## config.mk

```make
export PLATFORM = sky130hd
export DESIGN_NAME = equal_cnt_rate_mon
export DESIGN_NICKNAME = d
export VERILOG_FILES = /design/src/rtl/equal_cnt_rate_mon.sv
export SDC_FILE = /design/constraint.sdc
export NUM_CORES = 1
export LEC_CHECK = 0
export BUFFER_PORTS_ARGS = -buffer_cell sky130_fd_sc_hd__buf_2
export CAP_MARGIN = 5
export CORE_MARGIN = 5
export CORE_UTILIZATION = 28
export DETAILED_ROUTE_END_ITERATION = 16
export PLACE_DENSITY_LB_ADDON = 0.1
export SYNTH_ARGS = -nofsm -noshare
export SYNTH_HDL_FRONTEND = slang
export SYNTH_SLANG_ARGS = --single-unit
```

## constraint.sdc

```tcl
create_clock -name clk_i -period 3.5 [get_ports clk_i]
set_input_delay 0.525 -clock clk_i [delete_from_list [all_inputs] [get_ports clk_i]]
set_output_delay 0.525 -clock clk_i [all_outputs]
set_load 0.03 [all_outputs]
```

## src/rtl/equal_cnt_rate_mon.sv

```systemverilog
// Windowed rate monitor: per-window event count from a wrapping 8-bit counter, sticky threshold alarm.
// Optional peak tracker on peak_o is built only when EQ_RATE_MON_PEAK_EN is defined.
module equal_cnt_rate_mon #(
  parameter int unsigned WINDOW = 16
) (
  input  logic       clk_i,
  input  logic       rst_ni,
  input  logic       en_i,
  input  logic [7:0] count_i,
  input  logic [7:0] thr_i,
  input  logic       alarm_ack_i,
  output logic [7:0] delta_o,
  output logic       delta_vld_o,
  output logic       alarm_o,
  output logic [7:0] peak_o
);

  typedef enum logic [1:0] {
    IDLE,
    RUN,
    ALARM
  } state_e;

  state_e     state_q, state_d;
  logic [7:0] base_q, base_d;
  logic [7:0] win_cnt_q, win_cnt_d;
  logic [7:0] delta_q, delta_d;
  logic       vld_q, vld_d;
  logic       alarm_q, alarm_d;
  logic [7:0] diff;
  logic       win_end;

  // Modular subtraction stays correct across the 255->0 wrap of count_i.
  assign diff    = count_i - base_q;
  assign win_end = en_i && (state_q != IDLE) && (win_cnt_q == 8'(WINDOW - 1));

  always_comb begin
    state_d   = state_q;
    base_d    = base_q;
    win_cnt_d = win_cnt_q;
    delta_d   = delta_q;
    vld_d     = 1'b0;
    alarm_d   = alarm_q;

    if (alarm_ack_i) begin
      alarm_d = 1'b0;
    end

    if (!en_i) begin
      state_d   = IDLE;
      win_cnt_d = '0;
    end else begin
      case (state_q)
        IDLE: begin
          base_d    = count_i;
          win_cnt_d = '0;
          state_d   = RUN;
        end
        default: begin
          if (alarm_ack_i) begin
            state_d = RUN;
          end
          if (win_end) begin
            delta_d   = diff;
            vld_d     = 1'b1;
            base_d    = count_i;
            win_cnt_d = '0;
            // Alarm set takes priority over a same-edge acknowledge.
            if (diff > thr_i) begin
              alarm_d = 1'b1;
              state_d = ALARM;
            end
          end else begin
            win_cnt_d = win_cnt_q + 8'd1;
          end
        end
      endcase
    end
  end

  always_ff @(posedge clk_i or negedge rst_ni) begin
    if (!rst_ni) begin
      state_q   <= IDLE;
      base_q    <= '0;
      win_cnt_q <= '0;
      delta_q   <= '0;
      vld_q     <= 1'b0;
      alarm_q   <= 1'b0;
    end else begin
      state_q   <= state_d;
      base_q    <= base_d;
      win_cnt_q <= win_cnt_d;
      delta_q   <= delta_d;
      vld_q     <= vld_d;
      alarm_q   <= alarm_d;
    end
  end

`ifdef EQ_RATE_MON_PEAK_EN
  logic [7:0] peak_q, peak_d;

  always_comb begin
    peak_d = peak_q;
    if (alarm_ack_i) begin
      peak_d = '0;
    end
    if (win_end && (alarm_ack_i || (diff > peak_q))) begin
      peak_d = diff;
    end
  end

  always_ff @(posedge clk_i or negedge rst_ni) begin
    if (!rst_ni) begin
      peak_q <= '0;
    end else begin
      peak_q <= peak_d;
    end
  end

  assign peak_o = peak_q;
`else
  assign peak_o = '0;
`endif

  assign delta_o     = delta_q;
  assign delta_vld_o = vld_q;
  assign alarm_o     = alarm_q;

endmodule

```

Word-level counts from Yosys, hierarchy flattened
Index checks and enable logic that the tools add are counted.
Storage, ports and cells
  register bits: 28
  input bits: 20
  logic and storage cells: 36
Operators by class
  add/sub/neg operators: 2
  magnitude comparators: 1
  equal/unequal tests: 1
  muxes and demuxes: 18
  bitwise operators: 1
  reductions and logical operators: 7
Operators with widths (count)
  $mux 8: 5
  $mux 2: 5
  $add 8x1->8 const B: 1
  $eq 8x4->1 const B: 1
  $gt 8x8->1: 1
  $mux 1: 8
  $sub 8x8->8: 1
  $reduce_bool 2->1: 2
  $reduce_and 3->1: 1
  $logic_and 1x1->1: 2
  $logic_not 2->1: 1
  $reduce_and 2->1: 1
  $not 1->1: 1

Logic depth before layout (Yosys ltp)
  depth after elaboration: 6
  mapped depth: 13
  gate-level depth less buffers: 13

Least setup slack after synthesis
Ideal clock, no wire load.
  path type: input-to-reg
  start point: in count_i[0]
  end point: reg state_q[0]
  setup time: 0.067 ns
  arrival: 2.821 ns
  required time: 3.433 ns
  slack: 0.613 ns
  stages on the path: 13
  cells stage by stage: inv_1 ha_1 inv_1 fa_1 a211oi_1 o21bai_1 a21oi_1 xnor2_1 ha_1 a21oi_1 a21boi_0 o311ai_1 o311a_1
On the way
  word-level cells in the longest chain between the ends: 6
RTL lines
  start, declared: RTL line 9  | input logic [7:0] count_i,
  $sub 8x8->8: RTL line 34  | assign diff = count_i - base_q;
  via diff[6]: RTL line 30  | logic [7:0] diff;
  $gt 8x8->1: RTL line 69  | if (diff > thr_i) begin
  $mux 2: RTL line 69
  $mux 2: RTL line 63  | if (win_end) begin
  $mux 2: RTL line 53  | case (state_q)
  $mux 2: RTL line 49  | if (!en_i) begin
  via state_d[0]: RTL line 24  | state_e state_q, state_d;
  end signal, assigned: RTL line 90  | state_q <= state_d;
  end, declared: RTL line 24
The timed path passes the listed nets, and every way through them passes these cells.
A chain may end at the register's enable or synchronous reset.

Final worst setup path
Same ends and word-level chain as after synthesis.

==> metrics <==
number of violations of the max-capacitance limit=0; Worst Clk Skew=0.005057 ns; maximum number of pins on one net before global-route repair=29; die extent in x=88.04 um; mean post-synth cell area=9.858 um2; number of buffers created by CTS=3; number of antenna diodes=0; Critical R2R Capture=state_q[0]; Net Switching=258.8 uW; final layout net count=242; count of buffers added by post-CTS timing repair for setup=0; Routed WL=3496 um; type of the tightest min-delay check=in2async; post-detailed-route count of antenna-violating nets=0; DR vias/cell=4.475; die area=7751 um2; Clk pwr share=23.3%; cell area after technology mapping=1705 um2; antenna violations before repair=0; internal power=522.8 uW; Sinks on Clock Net=28; source-to-sink clock delay at the later pin of the worst-skew pair=0.28 ns; Buf+Inv Stages, Crit Path=3; detailed placement HPWL=2771 um; slew at the pin closest to its max-slew limit=0.8246 ns; utilization after layout=32.78%; required time of the critical path=3.72 ns; kind of critical path=in2reg; Hold Buf Count CTS=0; area added between synthesis and finish=13.79%; upper clock frequency limit=332.3 MHz; endpoint of the most critical setup path=state_q[0]; number of buffers inserted by port buffering=29; maximum single-stage delay on the critical path=0.41 ns; placer congestion estimate=0.7363; areal power density over the cells=402.7 nW/um2; LEAKAGE=0.0009745 uW; number of warnings reported in the yosys synthesis log=0; Wirelength per Cell=12.58 um; top library cells by usage in the layout, fill and taps aside=29 x buf_2, 28 x dfrtp_1, 18 x inv_1, 16 x nand2_1, 16 x ha_1; via count of the first global-routing pass=1232; overall die height=88.04 um; CTS tree=built; Top Layer Used=met4; ports placed on the boundary=38; worst ir drop on vdd=0.1543 mV; total number of vias=1244; met3 WL post-DR=206 um; starting density of the core=28.80%; count of unresolved DRC violations after routing=0; final hold vios=0; wire length of the first global-routing pass=5837 um; largest delay contributor family on the critical path=compound AO/OA/AOI/OAI gates; number of synthesized register bits=28; switching part of the total=33.11%; detailed-routing wirelength on met1=1790 um; count of standard-cell rows=28; share of the cycle needed by the critical path after routing=85.98%; setup repair after global routing missed its margin=no; final global-route overflow total=0; first-pass detailed-route iteration total=4; cells resized by post-CTS repair=0; accumulated negative setup slack=0 ns; root buffer cell=clkbuf_8; most frequent standard cell in the layout excluding fill and tap cells=buf_2; met2 wirelength from detailed routing=1461 um; startpoint of the worst register-to-register path=base_q[0]; part of the total power dissipated in sequential elements=44.4%; part of the total power dissipated in combinational logic=32.3%; total routing resource utilization after global routing=9.718%; Worst setup startpoint=count_i[0]; number of max-slew violations in the final report=0; type of element capturing the critical path=register; cell count along the critical path=14; kind of launch point of the worst setup path=primary input; cell type of the slowest stage on the worst timing path=fa_1; maximum buffer depth of the clock tree=2; Worst R2R Path Depth=12; run status=complete, no violations; register-to-register path setup slack=0.53 ns; DRT iter0 DRCs=40; largest fanout on the critical path=3; H-tree levels=1; Final setup violation count=0; arrival time of the worst setup path=3.23 ns; shortest period the worst path allows=3.009 ns; tightest slew margin relative to the limit=44.66%; portion of the post-synthesis area used by sequential elements=41.09%; post-CTS clock slew at the launch and capture registers of the worst setup and hold paths=0.10 ns; worst path cell trace=buf_2, inv_1, ha_1, inv_1, fa_1, a211oi_1, o21bai_1, a21oi_1, xnor2_1, ha_1, a21oi_1, a21boi_0, o311ai_1, o311a_1; Core ar.=5921 um2; count of unique library cells instantiated by Yosys=38; Fill cells=633; fraction of final layout cells with drive strength greater than 1=22.66%; gate count of the mapped netlist=173
-- synthesized netlist by cell type (all sizes together) --
master	number	area, um2
nand2	16	60.06
a2111o	1	11.26
inv	19	71.31
o21ai	7	35.03
nand4	2	12.51
conb	1	3.750
nand3	4	20.02
nor3	1	5.000
buf	9	71.32
a21o	1	7.510
nor2b	1	6.260
or4	2	18.77
xnor2	6	52.55
fa	1	20.02
dfrtp	28	700.7
o311ai	1	8.760
a31oi	1	6.260
o311a	1	10.01
a21oi	9	45.04
or2	2	12.52
a21boi	1	7.510
or3	2	12.51
nand3b	2	15.01
o211ai	3	27.52
mux2	10	112.6
a211oi	2	15.01
o21bai	1	7.510
nand4b	2	17.52
nand2b	1	6.260
nor2	14	52.55
ha	16	200.2
xor2	6	52.55
-- routing by layer --
layer  global-route usage [%]  vias to the layer above
li1                         -                      639
met1                    13.56                      576
met2                    15.07                       25
met3                    2.446                        4
met4                    2.473                        0
met5                        0                        -
-- registers in the layout (all words and copies together) (netlist names) --
| signal | flops |
|---|---|
| alarm_o | 1 |
| base_q | 8 |
| delta_o | 8 |
| delta_vld_o | 1 |
| win_cnt_q | 8 |
| state_q | 2 |
-- cell type report --
class / instances / area, um2 / share of cell area [%]
Multi-Input combinational cell: 124 / 888.4 / 45.78
Timing Repair Buffer: 29 / 145.1 / 7.479
Clock buffer: 3 / 41.29 / 2.128
Sequential cell: 28 / 700.7 / 36.11
Inverter: 19 / 71.32 / 3.675
Tap cell: 75 / 93.84 / 4.836
-- worst min-delay path by stage --
stage / depth (start not counted) / endpoint / start / slack, ns
2_1_floorplan: 0 / alarm_o / rst_ni / 0.23
3_3_place_gp: 1 / win_cnt_q[0] / win_cnt_q[0] / 0.46
3_5_place_dp: 1 / win_cnt_q[0] / win_cnt_q[0] / 0.46
4_1_cts: 1 / base_q[2] / rst_ni / 0.29
5_1_grt: 1 / base_q[2] / rst_ni / 0.32
6_report: 1 / base_q[2] / rst_ni / 0.25
-- cells by family after synthesis --
kind of cell | count (synthesis) | share of synthesized area (%)
compound gates | 28 | 10.64
xor+xnor | 12 | 6.163
fa+ha+maj | 17 | 12.91
buf+inv | 28 | 8.364
flops | 28 | 41.09
mux | 10 | 6.603
other cells | 1 | 0.2199
simple gates | 49 | 14.01
-- power groups by stage --
stage	clock network [uW]	logic (uW)	registers [uW]
2_1_floorplan	0	197	352
3_3_place_gp	0	259	354
3_5_place_dp	0	256	354
4_1_cts	193	258	347
5_1_grt	202	290	350
6_report	182	252	347
-- worst register-to-register path, cell delays in order (launching register included) --
cell and delay [ns]:
dfrtp_1 0.35, ha_1 0.16, inv_1 0.05, fa_1 0.41, a211oi_1 0.26, o21bai_1 0.12, a21oi_1 0.23, xnor2_1 0.16
ha_1 0.28, a21oi_1 0.16, a21boi_0 0.10, o311ai_1 0.40, o311a_1 0.24
-- per-stage QoR --
step                total power [uW]  instance area (um2)  instances  hold WS [ns]  setup slack [ns]
global route                   841.6                 1941        278        0.3237            0.2430
finish                         781.6                 1941        278        0.2523            0.4906
CTS                            797.6                 1941        278        0.2880            0.4715
floorplan                      549.1                 1732        180        0.2294            0.6127
detailed placement             610.1                 1899        275        0.4610            0.1972
global placement               612.9                 1899        275        0.4619            0.2756
Note: power is estimated with default switching activity, not from simulation.
